`config.mk`:
```
export PLATFORM = sky130hd
export DESIGN_NAME = otbn_mod_adder_pipe
export DESIGN_NICKNAME = d
export VERILOG_FILES = /design/src/rtl/otbn_mod_adder_pipe.sv
export SDC_FILE = /design/constraint.sdc
export NUM_CORES = 1
export LEC_CHECK = 0
export CAP_MARGIN = 10
export CORE_ASPECT_RATIO = 0.8
export CORE_UTILIZATION = 55
export DETAILED_ROUTE_END_ITERATION = 10
export GPL_ROUTABILITY_DRIVEN = 0
export PLACE_DENSITY = 0.81
export SLEW_MARGIN = 30
export SYNTH_ARGS = -nofsm -noshare
export SYNTH_HDL_FRONTEND = slang
export SYNTH_SLANG_ARGS = --single-unit
```
`constraint.sdc`:
```
create_clock -name clk_i -period 2.7 [get_ports clk_i]
set_input_delay 0.27 -clock clk_i [delete_from_list [all_inputs] [get_ports clk_i]]
set_output_delay 0.27 -clock clk_i [all_outputs]
set_load 0.005 [all_outputs]
```
`src/rtl/otbn_mod_adder_pipe.sv`:
```
// Two-stage valid/ready modular adder: res = (op0 + op1) mod q over a burst of len elements.
// Defining OTBN_MODADD_RANGE_CHECK_EN adds a sticky operand range error flag on err_o.
module otbn_mod_adder_pipe #(
   parameter int unsigned DATA_WIDTH = 32,
   parameter int unsigned CNT_WIDTH  = 8
) (
   input  logic                  clk_i,
   input  logic                  rst_i,
   input  logic                  start_i,
   input  logic [CNT_WIDTH-1:0]  len_i,
   output logic                  busy_o,
   output logic                  done_o,
   input  logic                  valid_i,
   output logic                  ready_o,
   input  logic [DATA_WIDTH-1:0] op0_i,
   input  logic [DATA_WIDTH-1:0] op1_i,
   input  logic [DATA_WIDTH-1:0] q_i,
   output logic                  valid_o,
   input  logic                  ready_i,
   output logic [DATA_WIDTH-1:0] res_o,
   output logic                  err_o
);

   typedef enum logic [1:0] {StIdle, StRun, StDrain} state_e;

   localparam logic [CNT_WIDTH-1:0] CntOne = CNT_WIDTH'(1);

   state_e               state_q, state_d;
   logic [CNT_WIDTH-1:0] in_cnt_q, in_cnt_d;
   logic [CNT_WIDTH-1:0] out_cnt_q, out_cnt_d;
   logic                 done_q, done_d;

   logic                  s1_valid_q;
   logic [DATA_WIDTH:0]   s1_sum_q;
   logic [DATA_WIDTH-1:0] s1_mod_q;
   logic                  s2_valid_q;
   logic [DATA_WIDTH-1:0] s2_res_q;

   logic                  s2_adv, accept, out_hs;
   logic [DATA_WIDTH:0]   sum_in;
   logic [DATA_WIDTH-1:0] red_diff, res_next;

   assign s2_adv  = s1_valid_q && (!s2_valid_q || ready_i);
   assign ready_o = (state_q == StRun) && (!s1_valid_q || s2_adv);
   assign accept  = valid_i && ready_o;
   assign out_hs  = s2_valid_q && ready_i;

   // Carry bit of the sum is kept so moduli near 2^DATA_WIDTH reduce correctly.
   assign sum_in   = {1'b0, op0_i} + {1'b0, op1_i};
   assign red_diff = s1_sum_q[DATA_WIDTH-1:0] - s1_mod_q;
   assign res_next = (s1_sum_q >= {1'b0, s1_mod_q}) ? red_diff : s1_sum_q[DATA_WIDTH-1:0];

   assign busy_o  = (state_q != StIdle);
   assign done_o  = done_q;
   assign valid_o = s2_valid_q;
   assign res_o   = s2_res_q;

   always_comb begin
      state_d   = state_q;
      in_cnt_d  = in_cnt_q;
      out_cnt_d = out_cnt_q;
      done_d    = 1'b0;
      unique case (state_q)
         StIdle: begin
            if (start_i) begin
               if (len_i != '0) begin
                  state_d   = StRun;
                  in_cnt_d  = len_i;
                  out_cnt_d = len_i;
               end else begin
                  done_d = 1'b1;
               end
            end
         end
         StRun: begin
            if (accept) begin
               in_cnt_d = in_cnt_q - CntOne;
               if (in_cnt_q == CntOne) state_d = StDrain;
            end
            if (out_hs) out_cnt_d = out_cnt_q - CntOne;
         end
         StDrain: begin
            if (out_hs) begin
               out_cnt_d = out_cnt_q - CntOne;
               if (out_cnt_q == CntOne) begin
                  state_d = StIdle;
                  done_d  = 1'b1;
               end
            end
         end
         default: state_d = StIdle;
      endcase
   end

   always_ff @(posedge clk_i) begin
      if (rst_i) begin
         state_q    <= StIdle;
         in_cnt_q   <= '0;
         out_cnt_q  <= '0;
         done_q     <= 1'b0;
         s1_valid_q <= 1'b0;
         s1_sum_q   <= '0;
         s1_mod_q   <= '0;
         s2_valid_q <= 1'b0;
         s2_res_q   <= '0;
      end else begin
         state_q   <= state_d;
         in_cnt_q  <= in_cnt_d;
         out_cnt_q <= out_cnt_d;
         done_q    <= done_d;
         if (accept) begin
            s1_valid_q <= 1'b1;
            s1_sum_q   <= sum_in;
            s1_mod_q   <= q_i;
         end else if (s2_adv) begin
            s1_valid_q <= 1'b0;
         end
         if (s2_adv) begin
            s2_valid_q <= 1'b1;
            s2_res_q   <= res_next;
         end else if (out_hs) begin
            s2_valid_q <= 1'b0;
         end
      end
   end

`ifdef OTBN_MODADD_RANGE_CHECK_EN
   logic s1_err_q, s2_err_q, err_q;
   logic start_acc;

   assign start_acc = (state_q == StIdle) && start_i;

   always_ff @(posedge clk_i) begin
      if (rst_i) begin
         s1_err_q <= 1'b0;
         s2_err_q <= 1'b0;
         err_q    <= 1'b0;
      end else begin
         if (accept) s1_err_q <= (op0_i >= q_i) || (op1_i >= q_i);
         if (s2_adv) s2_err_q <= s1_err_q;
         // Sticky until the next burst starts; raised only when the bad element leaves.
         if (start_acc) begin
            err_q <= 1'b0;
         end else if (out_hs && s2_err_q) begin
            err_q <= 1'b1;
         end
      end
   end

   assign err_o = err_q;
`else
   assign err_o = 1'b0;
`endif

endmodule

```
==> impl_metrics.csv, run 1 <==
group,metric,value,unit
clocking,clkTransAtPathRegs,0.05,ns
route,drtAntennaViolNets,0,
min_path,hp-class,"in -> reg",
critical_path,endpoint_kind,"flip-flop",
critical_path,worst-path-max-fanout,7,
floorplan,dieArea,16400,µm²
logic_synthesis,synth_simple_gate_area_frac,0.224,
outcome,violations,"setup timing",
logic_synthesis,avgSynthCellArea,7.37,µm²
logic_synthesis,ys.flop_type,"dfxtp_1",
timing,skew,0.00504,ns
timing,layout_min_cycle_time,2.73,ns
clocking,cts_num_sinks,118,
placed_design,dpl.hpwl,20.8,mm
clocking,cts_max_level,4,
grt,grt_max_degree,86,
logic_synthesis,yosys_warnings,0,
timing,worstMarginPinSlew,1.01,ns
logic_synthesis,synth_top_family_by_area,"compound AO/OA/AOI/OAI gates",
flow_run,drv_cap,0,
logic_synthesis,synth_seq_cells,118,
clocking,clock_tree.root_cell,"clkbuf_16",
timing,rsz0062_at_grt,"yes",
min_path,hold_start,"q_i[14]",
floorplan,start_util,0.574,
logic_synthesis,async_flop_share,0,
finish,final_util,0.799,
logic_synthesis,synthAdderAreaFrac,0.106,
grt,grt_pass1_wl,46.7,mm
grt,gr-usage-all-layers,0.362,
timing,worst_slack,-0.0272,ns
critical_path,r2r-start,"s1_mod_q[24]",
logic_synthesis,synthCells,1189,
route,postRouteWirelength,29.8,mm
route,drt_iter0_drc,932,
floorplan,rows,40,
timing,max_freq,0.367,GHz
grt,grt_pass1_vias,9502,
placed_design,port_buffers,144,
route,drc,0,
floorplan,chipWidth,143,µm
timing,maxSlewViolCount,0,
timing,finalSetupViolations,4,
logic_synthesis,synthXorXnorAreaFrac,0.0460,
finish,layout_commonest_cell,"nand2_1",
power_and_ir_drop,powerDensity,1120,nW/µm²
min_path,hold_depth,3,
outcome,status,"complete, but fails checks",
finish,fin_cells,1651,
timing,fin_crit_sh,1.01,
floorplan,core_area,15300,µm²
finish,drive_gt1_frac,0.171,
logic_synthesis,netlist_area,8760,µm²
logic_synthesis,yosysSeqAreaShare,0.270,
critical_path,startpoint,"s1_mod_q[24]",
finish,diodes,0,
logic_synthesis,synth_compound_area_frac,0.287,
route,vias_per_cell,6.17,
clocking,cts_made_buffers,17,
grt,antenna_found_initial,0,
critical_path,required,3.05,ns
route,avgRoutedWirePerCell,18.0,µm
timing,slew_headroom,0.327,
finish,area_delta_synth_final,39.3,%
floorplan,io_pins,146,
floorplan,die_height,115,µm
critical_path,critPathKind,"reg -> reg",
critical_path,worstPathArrival,3.08,ns
logic_synthesis,synthMuxAreaShare,0.00571,
logic_synthesis,synth_edf_count,0,
clocking,clockBufferDepth,2,
finish,final_net_count,1610,
placed_design,placed_cells,1613,
clocking,cts_hold_buffers,0,
timing,finalHoldViolCount,0,
route,firstDrtPassIters,7,
critical_path,rr_worst_depth,12,
logic_synthesis,synth_nets,1371,
grt,overflow,0,
power_and_ir_drop,vdd_drop_max,0.000902,V
clocking,insertion_delay,0.43,ns
logic_synthesis,synth_cell_type_count,81,
power_and_ir_drop,leakage,4.94,nW
timing,whs,0.385,ns
route,route.vias.total,10200,
clocking,tritoncts,"done",
critical_path,startpoint_type,"flip-flop",
finish,final_cell_mix,"nand2_1, clkdlybuf4s50_1, a21oi_1",
-- flip-flops by register name (all words and copies together), names as in the netlist --
signal	cells
s1_sum_q	33
res_o	32
s1_mod_q	32
in_cnt_q	8
out_cnt_q	8
state_q	2
done_o	1
s1_valid_q	1
valid_o	1
-- cell usage after synthesis, types with 5 or more instances --
cell type | instances | area, µm²
a211o_1 | 5 | 43.8
a211oi_1 | 20 | 150
a21o_1 | 24 | 180
a21oi_1 | 147 | 736
a221oi_1 | 8 | 70.1
a22oi_1 | 7 | 52.6
a31oi_1 | 23 | 144
and2_1 | 5 | 31.3
and3_1 | 7 | 43.8
buf_1 | 9 | 33.8
buf_2 | 10 | 50.1
buf_6 | 7 | 78.8
clkbuf_1 | 36 | 135
dfxtp_1 | 118 | 2360
ha_1 | 71 | 888
inv_1 | 59 | 221
mux2i_1 | 5 | 50.1
nand2_1 | 218 | 818
nand2b_1 | 12 | 75.1
nand3_1 | 36 | 180
nand4_1 | 22 | 138
nor2_1 | 58 | 218
nor2b_1 | 7 | 43.8
nor3_1 | 16 | 80.1
nor4_1 | 7 | 43.8
o211ai_1 | 7 | 52.6
o21a_1 | 7 | 52.6
o21ai_0 | 87 | 435
o21ai_1 | 6 | 30.0
o21bai_1 | 5 | 37.5
or3_1 | 8 | 50.1
xnor2_1 | 34 | 298
xor2_1 | 12 | 105
-- critical path, cell delays in order (launching register included) --
cell	delay, ns
dfxtp_1	0.33
inv_1	0.07
ha_1	0.40
nand3_1	0.17
nor4_4	0.34
buf_4	0.17
a2111oi_4	0.07
o21ai_0	0.27
a21o_4	0.17
and2_4	0.24
buf_6	0.15
nand2_1	0.08
a31oi_1	0.18
-- where the power goes --
| group | leakage, nW | internal (mW) | total (mW) | switching, mW |
|---|---|---|---|---|
| logic | 3.69 | 3.99 | 8.94 | 4.95 |
| clock network | 0.292 | 1.47 | 2.29 | 0.814 |
| registers | 0.963 | 2.09 | 2.38 | 0.297 |
-- cells by family (layout without fill, tap and decap cells) --
kind of cell	count (synthesis)	in the layout
AND/OR/NAND/NOR	425	425
other	1	1
XOR/XNOR	46	46
adder cells (fa/ha/maj)	73	73
multiplexers	5	5
AO/OA/AOI/OAI	397	397
buffers and inverters	124	376
flip-flops	118	118
-- metal layers --
metal	GRT usage	wire length (µm)	vias to the layer above
li1	-	-	4750
met1	0.445	11900	4685
met2	0.611	13800	606
met3	0.0687	2600	139
met4	0.174	1510	0
met5	0	0	-
-- stage by stage --
step	power, mW	area, µm²	TNS [ns]	setup WS, ns
5_1_grt	14.4	12200	-2.35	-0.147
6_report	13.6	12200	-0.0623	-0.0272
3_5_place_dp	10.1	11200	-3.70	-0.388
4_1_cts	12.7	11900	0	0.00301
3_3_place_gp	9.97	11200	-2.53	-0.299
2_1_floorplan	7.58	8760	0	0.179
-- final timing paths --
kind                        to  slack (ns)
hold / removal    s1_mod_q[14]        0.38
hold reg to reg   s1_mod_q[31]        0.45
setup reg to reg     res_o[22]       -0.03
setup / recovery     res_o[22]       -0.03
-- area by class of cell --
cell class                      count  area [µm²]
Clock buffer                       24         502
Fill cell                        1052        3060
Clock inverter                      8        95.1
Timing Repair Buffer              284        2570
Multi-Input combinational cell    947        6170
Sequential cell                   118        2370
Tap cell                          210         263
Inverter                           60         225
-- timing repair --
action,CTS,global route
pin swaps,3,18
buffers inserted,1,5
resized for setup,11,59
gates cloned,0,0
endpoints found under the setup margin,20,40
Note: power is estimated with default switching activity, not from simulation.
==> inputs of run 2 (changes only) <==
--- a/config.mk
+++ b/config.mk
@@ -11,7 +11,6 @@
 export DETAILED_ROUTE_END_ITERATION = 10
 export GPL_ROUTABILITY_DRIVEN = 0
 export PLACE_DENSITY = 0.81
-export SLEW_MARGIN = 30
 export SYNTH_ARGS = -nofsm -noshare
 export SYNTH_HDL_FRONTEND = slang
 export SYNTH_SLANG_ARGS = --single-unit
==> constraint.sdc (replaced) <==
create_clock -name clk_i -period 2.7 [get_ports clk_i]
set_input_delay 0.27 -clock clk_i [delete_from_list [all_inputs] [get_ports clk_i]]
set_output_delay 0.27 -clock clk_i [all_outputs]
set_load 0.01 [all_outputs]
==> results of run 2 <==
The final DEF is identical to that of run 1. Status: complete, but fails checks: setup timing.
==> inputs of run 3 (changes only) <==
--- a/config.mk
+++ b/config.mk
@@ -8,6 +8,7 @@
 export CAP_MARGIN = 10
 export CORE_ASPECT_RATIO = 0.8
 export CORE_UTILIZATION = 55
+export CTS_CLUSTER_SIZE = 30
 export DETAILED_ROUTE_END_ITERATION = 10
 export GPL_ROUTABILITY_DRIVEN = 0
 export PLACE_DENSITY = 0.81
==> results of run 3 <==
The final DEF is identical to that of run 1. Status: complete, but fails checks: setup timing.
